<file path="config.mk">
export PLATFORM = sky130hd
export DESIGN_NAME = stream_mux_rr
export DESIGN_NICKNAME = d
export VERILOG_FILES = /design/src/rtl/stream_mux_rr.sv
export SDC_FILE = /design/constraint.sdc
export NUM_CORES = 1
export LEC_CHECK = 0
export ABC_AREA = 1
export ABC_CLOCK_PERIOD_IN_PS = 2600
export CORE_ASPECT_RATIO = 2
export CORE_UTILIZATION = 35
export DETAILED_ROUTE_END_ITERATION = 12
export PLACE_DENSITY_LB_ADDON = 0.15
export SYNTH_ARGS = -nofsm -noshare
export SYNTH_HDL_FRONTEND = slang
export SYNTH_SLANG_ARGS = --single-unit
</file>
<file path="constraint.sdc">
create_clock -name clk -period 2.6 [get_ports clk]
set_input_delay 0.52 -clock clk [delete_from_list [all_inputs] [get_ports clk]]
set_output_delay 0.52 -clock clk [all_outputs]
set_load 0.02 [all_outputs]
</file>
<file path="src/rtl/stream_mux_rr.sv">
// N-channel registered stream mux: round-robin or fixed-select arbitration with packet locking.
// Latency: 1 cycle from input transfer to out_valid; sustains 1 beat/cycle when out_ready is held high.
// Backpressure: in_ready is asserted only for the granted channel while the output register can load.
module stream_mux_rr #(
    parameter int inputSize = 32,
    parameter int channels  = 4,
    parameter int addrBits  = 2
) (
    input  logic                          clk,
    input  logic                          reset,
    input  logic [channels*inputSize-1:0] in_data,
    input  logic [channels-1:0]           in_valid,
    input  logic [channels-1:0]           in_last,
    output logic [channels-1:0]           in_ready,
    input  logic                          mode,
    input  logic [addrBits-1:0]           addr,
    output logic [inputSize-1:0]          out,
    output logic                          out_last,
    output logic [addrBits-1:0]           out_chan,
    output logic                          out_valid,
    input  logic                          out_ready
);

    typedef enum logic {UNLOCKED = 1'b0, LOCKED = 1'b1} lock_state_t;

    lock_state_t             r_state;
    lock_state_t             w_state_nxt;
    logic                    w_lock;
    logic [addrBits-1:0]     r_lock_chan;
    logic [addrBits-1:0]     r_ptr;
    logic [inputSize-1:0]    r_out;
    logic                    r_out_last;
    logic [addrBits-1:0]     r_out_chan;
    logic                    r_out_valid;

    logic                    w_load;
    logic [channels-1:0]     w_grant;
    logic [addrBits-1:0]     w_gnt_idx;
    logic                    w_gnt_any;
    logic                    w_xfer;
    logic [inputSize-1:0]    w_sel_data;
    logic                    w_sel_last;
    logic [addrBits-1:0]     w_ptr_nxt;

    // Output register may take a new beat when empty or being drained this cycle.
    assign w_load    = !r_out_valid || out_ready;
    assign w_xfer    = w_gnt_any && w_load && !reset;
    assign in_ready  = (w_load && !reset) ? w_grant : '0;
    assign w_ptr_nxt = (w_gnt_idx == addrBits'(channels - 1)) ? '0 : w_gnt_idx + 1'b1;

    assign out       = r_out;
    assign out_last  = r_out_last;
    assign out_chan  = r_out_chan;
    assign out_valid = r_out_valid;

    // Grant: locked channel wins outright, else fixed select, else first valid from the pointer.
    always_comb begin
        w_grant   = '0;
        w_gnt_idx = '0;
        w_gnt_any = 1'b0;
        if (w_lock) begin
            for (int i = 0; i < channels; i++) begin
                if (addrBits'(i) == r_lock_chan && in_valid[i]) begin
                    w_grant[i] = 1'b1;
                    w_gnt_idx  = addrBits'(i);
                    w_gnt_any  = 1'b1;
                end
            end
        end else if (mode) begin
            // Out-of-range addr never matches a channel, so it yields no grant.
            for (int i = 0; i < channels; i++) begin
                if (addrBits'(i) == addr && in_valid[i]) begin
                    w_grant[i] = 1'b1;
                    w_gnt_idx  = addrBits'(i);
                    w_gnt_any  = 1'b1;
                end
            end
        end else begin
            for (int k = 0; k < channels; k++) begin
                for (int i = 0; i < channels; i++) begin
                    // Candidate at scan offset k is (ptr + k) mod channels.
                    if (!w_gnt_any && in_valid[i] &&
                        ((int'(r_ptr) + k == i) || (int'(r_ptr) + k == i + channels))) begin
                        w_grant[i] = 1'b1;
                        w_gnt_idx  = addrBits'(i);
                        w_gnt_any  = 1'b1;
                    end
                end
            end
        end
    end

    // Route the granted channel's data and last flag toward the output register.
    always_comb begin
        w_sel_data = '0;
        w_sel_last = 1'b0;
        for (int i = 0; i < channels; i++) begin
            if (w_grant[i]) begin
                w_sel_data = in_data[i*inputSize +: inputSize];
                w_sel_last = in_last[i];
            end
        end
    end

    // Lock state register.
    always_ff @(posedge clk) begin
        if (reset) r_state <= UNLOCKED;
        else       r_state <= w_state_nxt;
    end

    // Lock next state: lock on a non-last beat, release on the locked packet's last beat.
    always_comb begin
        w_state_nxt = r_state;
        case (r_state)
            UNLOCKED: if (w_xfer && !w_sel_last) w_state_nxt = LOCKED;
            LOCKED:   if (w_xfer &&  w_sel_last) w_state_nxt = UNLOCKED;
            default:  w_state_nxt = UNLOCKED;
        endcase
    end

    // Lock state decode.
    always_comb begin
        w_lock = (r_state == LOCKED);
    end

    // Locked channel and round-robin pointer bookkeeping.
    always_ff @(posedge clk) begin
        if (reset) begin
            r_lock_chan <= '0;
            r_ptr       <= '0;
        end else if (w_xfer) begin
            if (!w_lock && !w_sel_last) r_lock_chan <= w_gnt_idx;
            if (w_sel_last)             r_ptr       <= w_ptr_nxt;
        end
    end

    // Output register: load on transfer, empty on idle load, hold under backpressure.
    always_ff @(posedge clk) begin
        if (reset) begin
            r_out       <= '0;
            r_out_last  <= 1'b0;
            r_out_chan  <= '0;
            r_out_valid <= 1'b0;
        end else if (w_load) begin
            if (w_xfer) begin
                r_out       <= w_sel_data;
                r_out_last  <= w_sel_last;
                r_out_chan  <= w_gnt_idx;
                r_out_valid <= 1'b1;
            end else begin
                r_out_valid <= 1'b0;
            end
        end
    end

endmodule

</file>
==> metrics.cfg, run 1 <==
[power]
switching_share_pct=37.07
sequentialPowerShare_pct=25.4
power_uw=3127
pwr-share-clk_pct=22.4
pwr-share-comb_pct=52.2
p_leak_uw=0.002442
ir_drop_uv=404.5
p_sw_uw=1159
p_per_area_mw_per_mm2=561.0
power.internal_uw=1968

[setup_path]
crit_start=r_ptr[1]
worstSetupPathType=flip-flop to primary output
reg2reg_to=r_ptr[1]
r2r_cells=21
rrSetupSlack_ns=-0.02
r2r_start=r_ptr[0]
cp.arrival_ns=2.24
cp_max_fo=6
cp-end-kind=primary output
required_ns=2.08
crit_path_start_kind=flip-flop

[floorplanning]
core_area_mm2=0.007943
initial_utilization_pct=36.25
ios=182
die_y_um=130.3
die_x_um=66.13
die-area_mm2=0.008614
rows=46

[sta]
setup_violations=5
fin_crit_sh_pct=106.3
max_freq_ghz=0.3619
layout_min_cycle_time_ns=2.764
worst_slack_ns=-0.1636
fin_skew_ns=0.002570
tightestPinTransition_ns=0.4199
slew_viol_final=0
rsz0062_at_grt=yes
finalHoldViolCount=0
max_slew_margin_pct=71.79

[cells_and_area]
final.fill_count=693
multi_input_comb_area_mm2=0.001942
regArea_um2=828.3
drive_gt1_share_pct=17.34
area_delta_synth_final_pct=93.61
nNetsFinal=857
diodes=0

[clocking]
cts_root_buf=clkbuf_16
insertion_delay_ns=0.29
htree_levels=2
cts.sinks=41
clk_pin_slew_ns=0.06
numCtsBuffers=5
ctsHoldBuffers=0
clockBufferDepth=2
tritoncts=done

[synth]
synth_seq_area_share_pct=28.51
synthMuxAreaShare_pct=0
synthAdderAreaFrac_pct=0.4346
synth_xor_xnor_area_share_pct=0
synth_compound_area_share_pct=15.99
synth_top_family_by_area=simple AND/OR/NAND/NOR gates
ys_seq_elements=41
syn-num-nets=629
yosysWarnings=0
syn-cell-area_mm2=0.002879
synthCells=486
yosysUniqueCellTypes=25
synth.avg_cell_area_um2=5.924
synthSimpleGateAreaFrac_pct=45.59

[status]
outcome=finished, violations left
violations=negative setup slack

[min_path]
hold_depth=2
worstHoldPathType=flip-flop to flip-flop
hp-start=out_last
min_to=out_last

[global_route]
antenna_found_initial=0
grt_pass1_vias=4141
grt_max_degree=39
grt-ovfl-total=0
grtUsageTotal_pct=28.14
grt_pass1_wl_um=18490

[flow_run]
maxCapViolCount=0

[routing]
avgViaCountPerCell=5.065
antenna_left=0
avgRoutedWirePerCell_um=15.03
drtIter0Drc=130
finalWirelength_um=12190
vias=4108
firstDrtPassIters=4
drc=0

[place]
dpl.hpwl_um=9580
detailedPlace.worstSlack_ns=-0.8921
io_buffers=181
gp_congestion=0.8989

[flip-flops by register name, indices dropped and copies added (netlist names), named ones only]
name	count
r_ptr	2
out_last	1
out	32
out_chan	2
out_valid	1
r_lock_chan	2
[synthesized netlist by cell type, drive strengths merged]
cell type    n  area share (%)
nand2      158              21
nor2        67             9.3
nand3       53             9.4
dfxtp       41              29
inv         37             4.8
o21ai       33             5.7
a211oi      32             8.3
buf         16             3.2
nor3        14             2.4
a21oi       11             1.9
nand4       10             2.9
clkbuf       8             1.0
clkinv       3            0.39
ha           1            0.43
nand3b       1            0.26
or2          1            0.22
[metal layers]
metal | GRT usage [%] | up-vias | share of wire [%]
met5 | 0 | - | 0
met4 | 14.02 | 0 | 4.4
met3 | 4.983 | 39 | 4.2
met2 | 57.74 | 129 | 58
met1 | 24.39 | 1879 | 33
li1 | - | 2061 | -
[repair_timing]
| item | 4_1_cts | 5_1_grt |
|---|---|---|
| gates resized for setup | 57 | 22 |
| buffers inserted | 6 | 0 |
| hold endpoints to repair | 0 | 0 |
| pin swaps | 13 | 16 |
| setup endpoints to repair | 42 | 43 |
[placed cells by master, fill, tap and decap left out, types with 2 or more instances in the layout]
cell	n
a211oi_1	32
a21oi_1	8
a21oi_2	3
buf_12	6
buf_4	60
buf_6	2
clkbuf_16	5
clkdlybuf4s15_2	2
clkdlybuf4s50_1	173
clkinv_1	3
dfxtp_1	39
dfxtp_4	2
inv_1	33
inv_2	4
nand2_1	145
nand2_2	11
nand2_4	2
nand3_1	47
nand3_2	6
nand4_1	8
nand4_4	2
nor2_1	54
nor2_2	4
nor2_4	9
nor3_1	11
nor3_2	2
o21ai_1	33
[cells by family after synthesis]
| family | count (synthesis) |
|---|---|
| AND/OR/NAND/NOR | 304 |
| AO/OA/AOI/OAI | 76 |
| buffers and inverters | 64 |
| flip-flops | 41 |
| adder cells (fa/ha/maj) | 1 |
[metrics by stage]
stage               hold slack, ns  instances  setup TNS (ns)  cell area, um2  utilization, %
global placement            0.4509        797          -14.44            5199           65.45
finish                      0.4750        811         -0.5325            5574           70.18
detailed placement          0.4558        797          -16.48            5199           65.45
global route                0.5039        811          -1.614            5574           70.18
CTS                         0.4806        811         -0.3905            5494           69.17
floorplan                   0.4818        486               0            2879               -
[worst max-delay path by stage]
stage	depth (start not counted)	to	slack, ns
floorplan	11	in_ready[3]	0.13
global placement	13	in_ready[1]	-0.85
detailed placement	13	in_ready[1]	-0.89
CTS	13	in_ready[2]	-0.15
global route	15	in_ready[2]	-0.28
finish	15	in_ready[2]	-0.16
[cell type report]
type	instances	area share, %
clock buffers	6	2.312
clock inverters	2	0.6958
inverters	40	2.694
multi-input cells	381	34.84
flip-flops and latches	41	14.86
well taps	96	2.155
repair buffers	245	42.45
[power by group through the flow]
stage               Sequential, uW  Combinational, uW  Clock, uW
floorplan                      881                677          0
global placement               791               1500          0
detailed placement             796               1510          0
CTS                            789               1590        710
global route                   805               1770        735
finish                         794               1630        700
[critical path: stages (launching register included)]
cell and delay (ns):
dfxtp_4 0.40, nor2_4 0.05, nand2_2 0.08, buf_4 0.11, buf_4 0.10, nand2_1 0.04, nor2_1 0.11, nand4_1 0.19
nor2_1 0.23, inv_1 0.07, nand4_1 0.09, inv_1 0.05, nand2_2 0.09, nand2_2 0.07, a21oi_2 0.17, buf_6 0.14
Note: power is estimated with default switching activity, not from simulation.
==> run 2, diff against run 1 <==
--- a/config.mk
+++ b/config.mk
@@ -6,7 +6,7 @@
 export NUM_CORES = 1
 export LEC_CHECK = 0
 export ABC_AREA = 1
-export ABC_CLOCK_PERIOD_IN_PS = 2600
+export ABC_CLOCK_PERIOD_IN_PS = 2950
 export CORE_ASPECT_RATIO = 2
 export CORE_UTILIZATION = 35
 export DETAILED_ROUTE_END_ITERATION = 12
==> constraint.sdc (replaced) <==
create_clock -name clk -period 2.95 [get_ports clk]
set_input_delay 0.59 -clock clk [delete_from_list [all_inputs] [get_ports clk]]
set_output_delay 0.59 -clock clk [all_outputs]
set_load 0.02 [all_outputs]
==> run 2 against run 1 <==
  * The flow now finishes without violations
  * Clock power is 23% lower
  * Clock-buffer cell count unchanged
  * Via count shrank 1.0%
  * Sequential share of layout area is 0.43 points higher
  * Worst hold slack worse by 0.0046 ns
  * Core utilization shrank 2.2 points
  * Die area stayed put
  * Combinational power down 15%
  * Critical path type is now input port to primary output
==> metrics.cfg, run 2 (synthesized netlist as in run 1, its figures left out) <==
[routing]
vias=4065  ; -1.0%
antenna_left=0  ; unchanged
avgRoutedWirePerCell_um=14.88  ; -0.95%
finalWirelength_um=11920  ; -2.2%
drtIter0Drc=131  ; +0.77%
avgViaCountPerCell=5.075  ; +0.19%
firstDrtPassIters=6  ; +2
drc=0  ; unchanged

[setup_path]
r2r_start=r_ptr[0]
cpMaxStageDelayCell=dlygate4sd2_1
worstSetupPathType=input port to primary output
timing.critical_path.mode_cell=nor2_1
cp.arrival_ns=2.27  ; +0.03 ns
worstPathCellList=dlygate4sd2_1 -> nand3_2 -> buf_4 -> inv_1 -> nor2_1 -> nand4_1 -> nor2_1 -> nand4_1 -> nor2_1 -> nand3_1 -> nand2_1 -> nand2_2 -> a21oi_2 -> buf_6
cp_max_fo=3  ; -3
crit_path_start_kind=input port
crit_start=in_valid[2]
reg2reg_to=r_ptr[1]
r2r_cells=22  ; +4.8%
required_ns=2.36  ; +0.28 ns
rrSetupSlack_ns=0.20  ; +0.22 ns
crit_family=simple AND/OR/NAND/NOR gates
cp-end-kind=primary output
cp_num_buf_inv=4  ; -1
slowest_delay_ns=0.26  ; -0.14 ns

[clocking]
numCtsBuffers=5  ; unchanged
insertion_delay_ns=0.29  ; about the same
cts.sinks=41  ; unchanged
cts_root_buf=clkbuf_16
htree_levels=2  ; unchanged
clockBufferDepth=2  ; unchanged
ctsHoldBuffers=0  ; unchanged
tritoncts=done
clk_pin_slew_ns=0.06  ; about the same

[place]
dp_cells=790  ; -0.88%
io_buffers=181  ; unchanged
gp_congestion=0.9024  ; +0.39%
dpl.hpwl_um=9588  ; about the same
detailedPlace.worstSlack_ns=-0.6609  ; +0.2313 ns

[global_route]
grtUsageTotal_pct=28.00  ; -0.14 points
grt_pass1_vias=4074  ; -1.6%
grt-ovfl-total=0  ; unchanged
antenna_found_initial=0  ; unchanged
grt_max_degree=39  ; unchanged
grt_pass1_wl_um=18170  ; -1.8%

[sta]
max_freq_ghz=0.3498
layout_min_cycle_time_ns=2.859
hold_slack_ns=0.4704  ; -0.004582 ns
slew_viol_final=0  ; unchanged
rsz0062_at_grt=yes
setup_violations=0  ; -5
tightestPinTransition_ns=0.4778  ; +0.05790 ns
finalHoldViolCount=0  ; unchanged
worst_slack_ns=0.09129  ; +0.2549 ns
fin_crit_sh_pct=96.91
max_slew_margin_pct=67.90  ; -3.9 points
fin_skew_ns=0.001411  ; -0.001159 ns

[min_path]
hold_depth=2  ; unchanged
worstHoldPathType=flip-flop to flip-flop
hp-start=out_last
min_to=out_last

[floorplanning]
initial_utilization_pct=36.25  ; unchanged
die-area_mm2=0.008614  ; unchanged
core_area_mm2=0.007943  ; unchanged
rows=46  ; unchanged
die_y_um=130.3  ; unchanged
ios=182  ; unchanged
die_x_um=66.13  ; unchanged

[cells_and_area]
area_delta_synth_final_pct=87.57
final_cells=801  ; -1.2%
drive_gt1_share_pct=14.04  ; -3.3 points
largest_register_ffs=32  ; unchanged
nNetsFinal=847  ; -1.2%
layout_commonest_cell=clkdlybuf4s50_1
diodes=0  ; unchanged
final_cell_mix=173 x clkdlybuf4s50_1, 150 x nand2_1, 60 x nor2_1

[power]
ir_drop_uv=440.1  ; +8.8%
p_per_area_mw_per_mm2=482.5  ; -14%
p_leak_uw=0.002358  ; -3.5%

[flow_run]
maxCapViolCount=0  ; unchanged

[status]
outcome=completed

-- run 2: worst max path at each step --
stage                     cells after the start  slack (ns)           to
after global routing                         13       -0.05  in_ready[3]
after CTS                                    13     0.00004  in_ready[2]
after detailed placement                     13       -0.66  in_ready[1]
final                                        14        0.09  in_ready[0]
after global placement                       13       -0.61  in_ready[1]
after floorplan                              11        0.34  in_ready[3]
-- run 2: repair_timing --
action,in CTS,in global routing
setup endpoints to repair,5,7
setup buffers,1,2
gates resized for setup,36,20
pin swaps,10,13
-- run 2: routing by layer --
metal / part of all wire (%) / vias to the layer above / global-route usage, %
met2: 56 / 163 / 56.12
met4: 6.1 / 0 / 17.77
met1: 33 / 1817 / 23.49
li1: - / 2035 / -
met3: 4.7 / 50 / 5.507
met5: 0 / - / 0
-- run 2: worst register-to-register path, stage by stage (launching register included) --
cell	delay (ns)
dfxtp_2	0.38
inv_1	0.09
buf_4	0.14
nor2_2	0.17
nand2_2	0.10
nand4_4	0.14
nor2_1	0.08
buf_4	0.14
nor3_1	0.16
nand2_1	0.09
nor2_2	0.11
nand2_1	0.08
nor2_1	0.10
nand2_1	0.06
nand2_1	0.10
nand2_1	0.07
nand2_1	0.09
inv_1	0.06
ha_1	0.26
inv_1	0.05
nand3_1	0.07
nand2_1	0.07
nor2_1	0.04
-- run 2: through the flow --
step / utilization [%] / setup TNS [ns] / cell area, um2 / total power [uW]
5_1_grt: 67.99 / -0.09825 / 5400 / 2771
6_report: 67.99 / 0 / 5400 / 2606
3_5_place_dp: 64.79 / -5.150 / 5146 / 2020
2_1_floorplan: - / 0 / 2879 / 1373
3_3_place_gp: 64.79 / -3.093 / 5146 / 2001
4_1_cts: 67.14 / 0 / 5333 / 2595
-- run 2: area by class of cell --
class                   count  area [um2]
clock buffers               6       128.9
clock inverters             2       15.01
fillers                   736        2542
flip-flops and latches     41       825.8
multi-input cells         381        1874
inverters                  40       150.1
repair buffers            235        2286
well taps                  96       120.1
-- run 2: report_power, final --
part / internal, uW / switching [uW] / total [uW]
combinational: 657 / 718 / 1380
sequential: 638 / 55.2 / 694
clock: 313 / 223 / 537
==> RTL edit, RTL diff (flow settings as in run 2) <==
The parameter `addrBits` goes from 2 to 3.
--- a/src/rtl/stream_mux_rr.sv
+++ b/src/rtl/stream_mux_rr.sv
@@ -4,7 +4,7 @@
 module stream_mux_rr #(
     parameter int inputSize = 32,
     parameter int channels  = 4,
-    parameter int addrBits  = 2
+    parameter int addrBits  = 3
 ) (
     input  logic                          clk,
     input  logic                          reset,
Ports: changed (resized addr and out_chan); port bits go from 182 to 184. No check against the original RTL was run, so the function may have changed too.
==> RTL edit against run 2 <==
Non-clock buffer count up 8. Global-route usage up 0.18 points. Total power up 0.29%. Wire length up 1.1%. Highest routed layer unchanged. Sequential cell count unchanged. Core utilization up 0.81 points. Synthesized cell count down 2.3%. Worst setup slack worse by 28 ps. First-iteration DRC count up 42%. Count of clock-buffer cells in the layout down 1. Final area up 0.46%. Clock skew up 1.2 ps. Synthesized area down 0.96%.
==> RTL edit: results <==
[critical_path]
critical_path.top_delay_family = "buffers and inverters"
worstPathArrival_ps = 2300
r2r-end = "out[26]"
critPathMaxFanout = 2
rr_worst_depth = 18
cpMaxStageDelayCell = "a21oi_2"
slowest_delay_ps = 170

[routing]
drt_pass1_iterations = 4
wirelength_mm = 12.1
num_vias = 4004

[power]
p_int_mw = 1.72
powerComb_mw = 1.24
power.leakage_nw = 2.36
clkPwrFrac = 0.266
p_per_area_nw_per_um2 = 482
ir_drop_mv = 0.518

[grt]
grtUsageTotal = 0.282
grt_max_degree = 40

[placement]
dpl_worst_slack_ps = -655
placed_area_sq_um = 5050
io_buffers = 182
dp_hpwl_mm = 9.55

[cts]
post-cts-setup-buffers = 9

[layout]
drive_above_1_share = 0.160
nets = 843

[sta]
holdWs_ps = 481
skew_ps = 2.64
setup_ws_ps = 62.9

[logic_synthesis]
synth_seq_area_share = 0.288
synth_cell_types = 28
yosys-top-cells-area = "dfxtp_1 29%, nand2_1 19%, nand3_1 8.4%"
synth_top_cells_by_count = "145 x nand2_1, 63 x nor2_1, 48 x nand3_1"
syn-num-nets = 619

[outcome]
outcome = "complete, no violations"

[hold_path]
hold_start = "out_last"
-- RTL edit: cell types whose count changed in the layout (fill, tap and decap cells not counted), sizes merged, moves of 3 or more --
cell,change
a21oi,+3
buf,+8
nand2,-9
nand3,-4
nor3,-9
nor4,+3
-- RTL edit: worst max-delay path by stage --
stage / startpoint / endpoint / cells after the start
2_1_floorplan: in_valid[1] / in_ready[3] / 14
3_3_place_gp: in_valid[1] / in_ready[2] / 14
3_5_place_dp: in_valid[1] / in_ready[2] / 14
4_1_cts: in_valid[1] / in_ready[3] / 15
5_1_grt: r_ptr[1] / in_ready[1] / 14
6_report: in_valid[1] / in_ready[1] / 18
-- RTL edit: kinds of logic (layout without fill, tap and decap cells) --
group                    after synthesis  count (layout)  synth area share
flip-flops                            41              41             0.288
buffers and inverters                 62             287            0.0987
AO/OA/AOI/OAI                         83              83             0.176
adder cells (fa/ha/maj)                1               1           0.00439
AND/OR/NAND/NOR                      287             287             0.431
other                                  1               1           0.00132
-- RTL edit: layer usage --
metal / share of wire / up-vias / GRT usage
met3: 0.040 / 43 / 0.0493
li1: - / 2022 / -
met4: 0.051 / 0 / 0.162
met5: 0 / - / 0
met2: 0.58 / 136 / 0.565
met1: 0.33 / 1803 / 0.245
-- RTL edit: layout make-up --
cell class,instances,area [sq um]
Fill cell,697,2460
Timing Repair Buffer,243,2300
Tap cell,96,120
Clock inverter,3,65.1
Multi-Input combinational cell,372,1850
Inverter,36,138
Clock buffer,5,125
Sequential cell,41,828
-- RTL edit: per-stage QoR --
step	utilization	cells	setup TNS, ps
after floorplan	-	475	0
after global placement	0.640	777	-8150
after detailed placement	0.640	777	-9790
after CTS	0.673	794	0
after global routing	0.688	796	-108
final	0.688	796	0
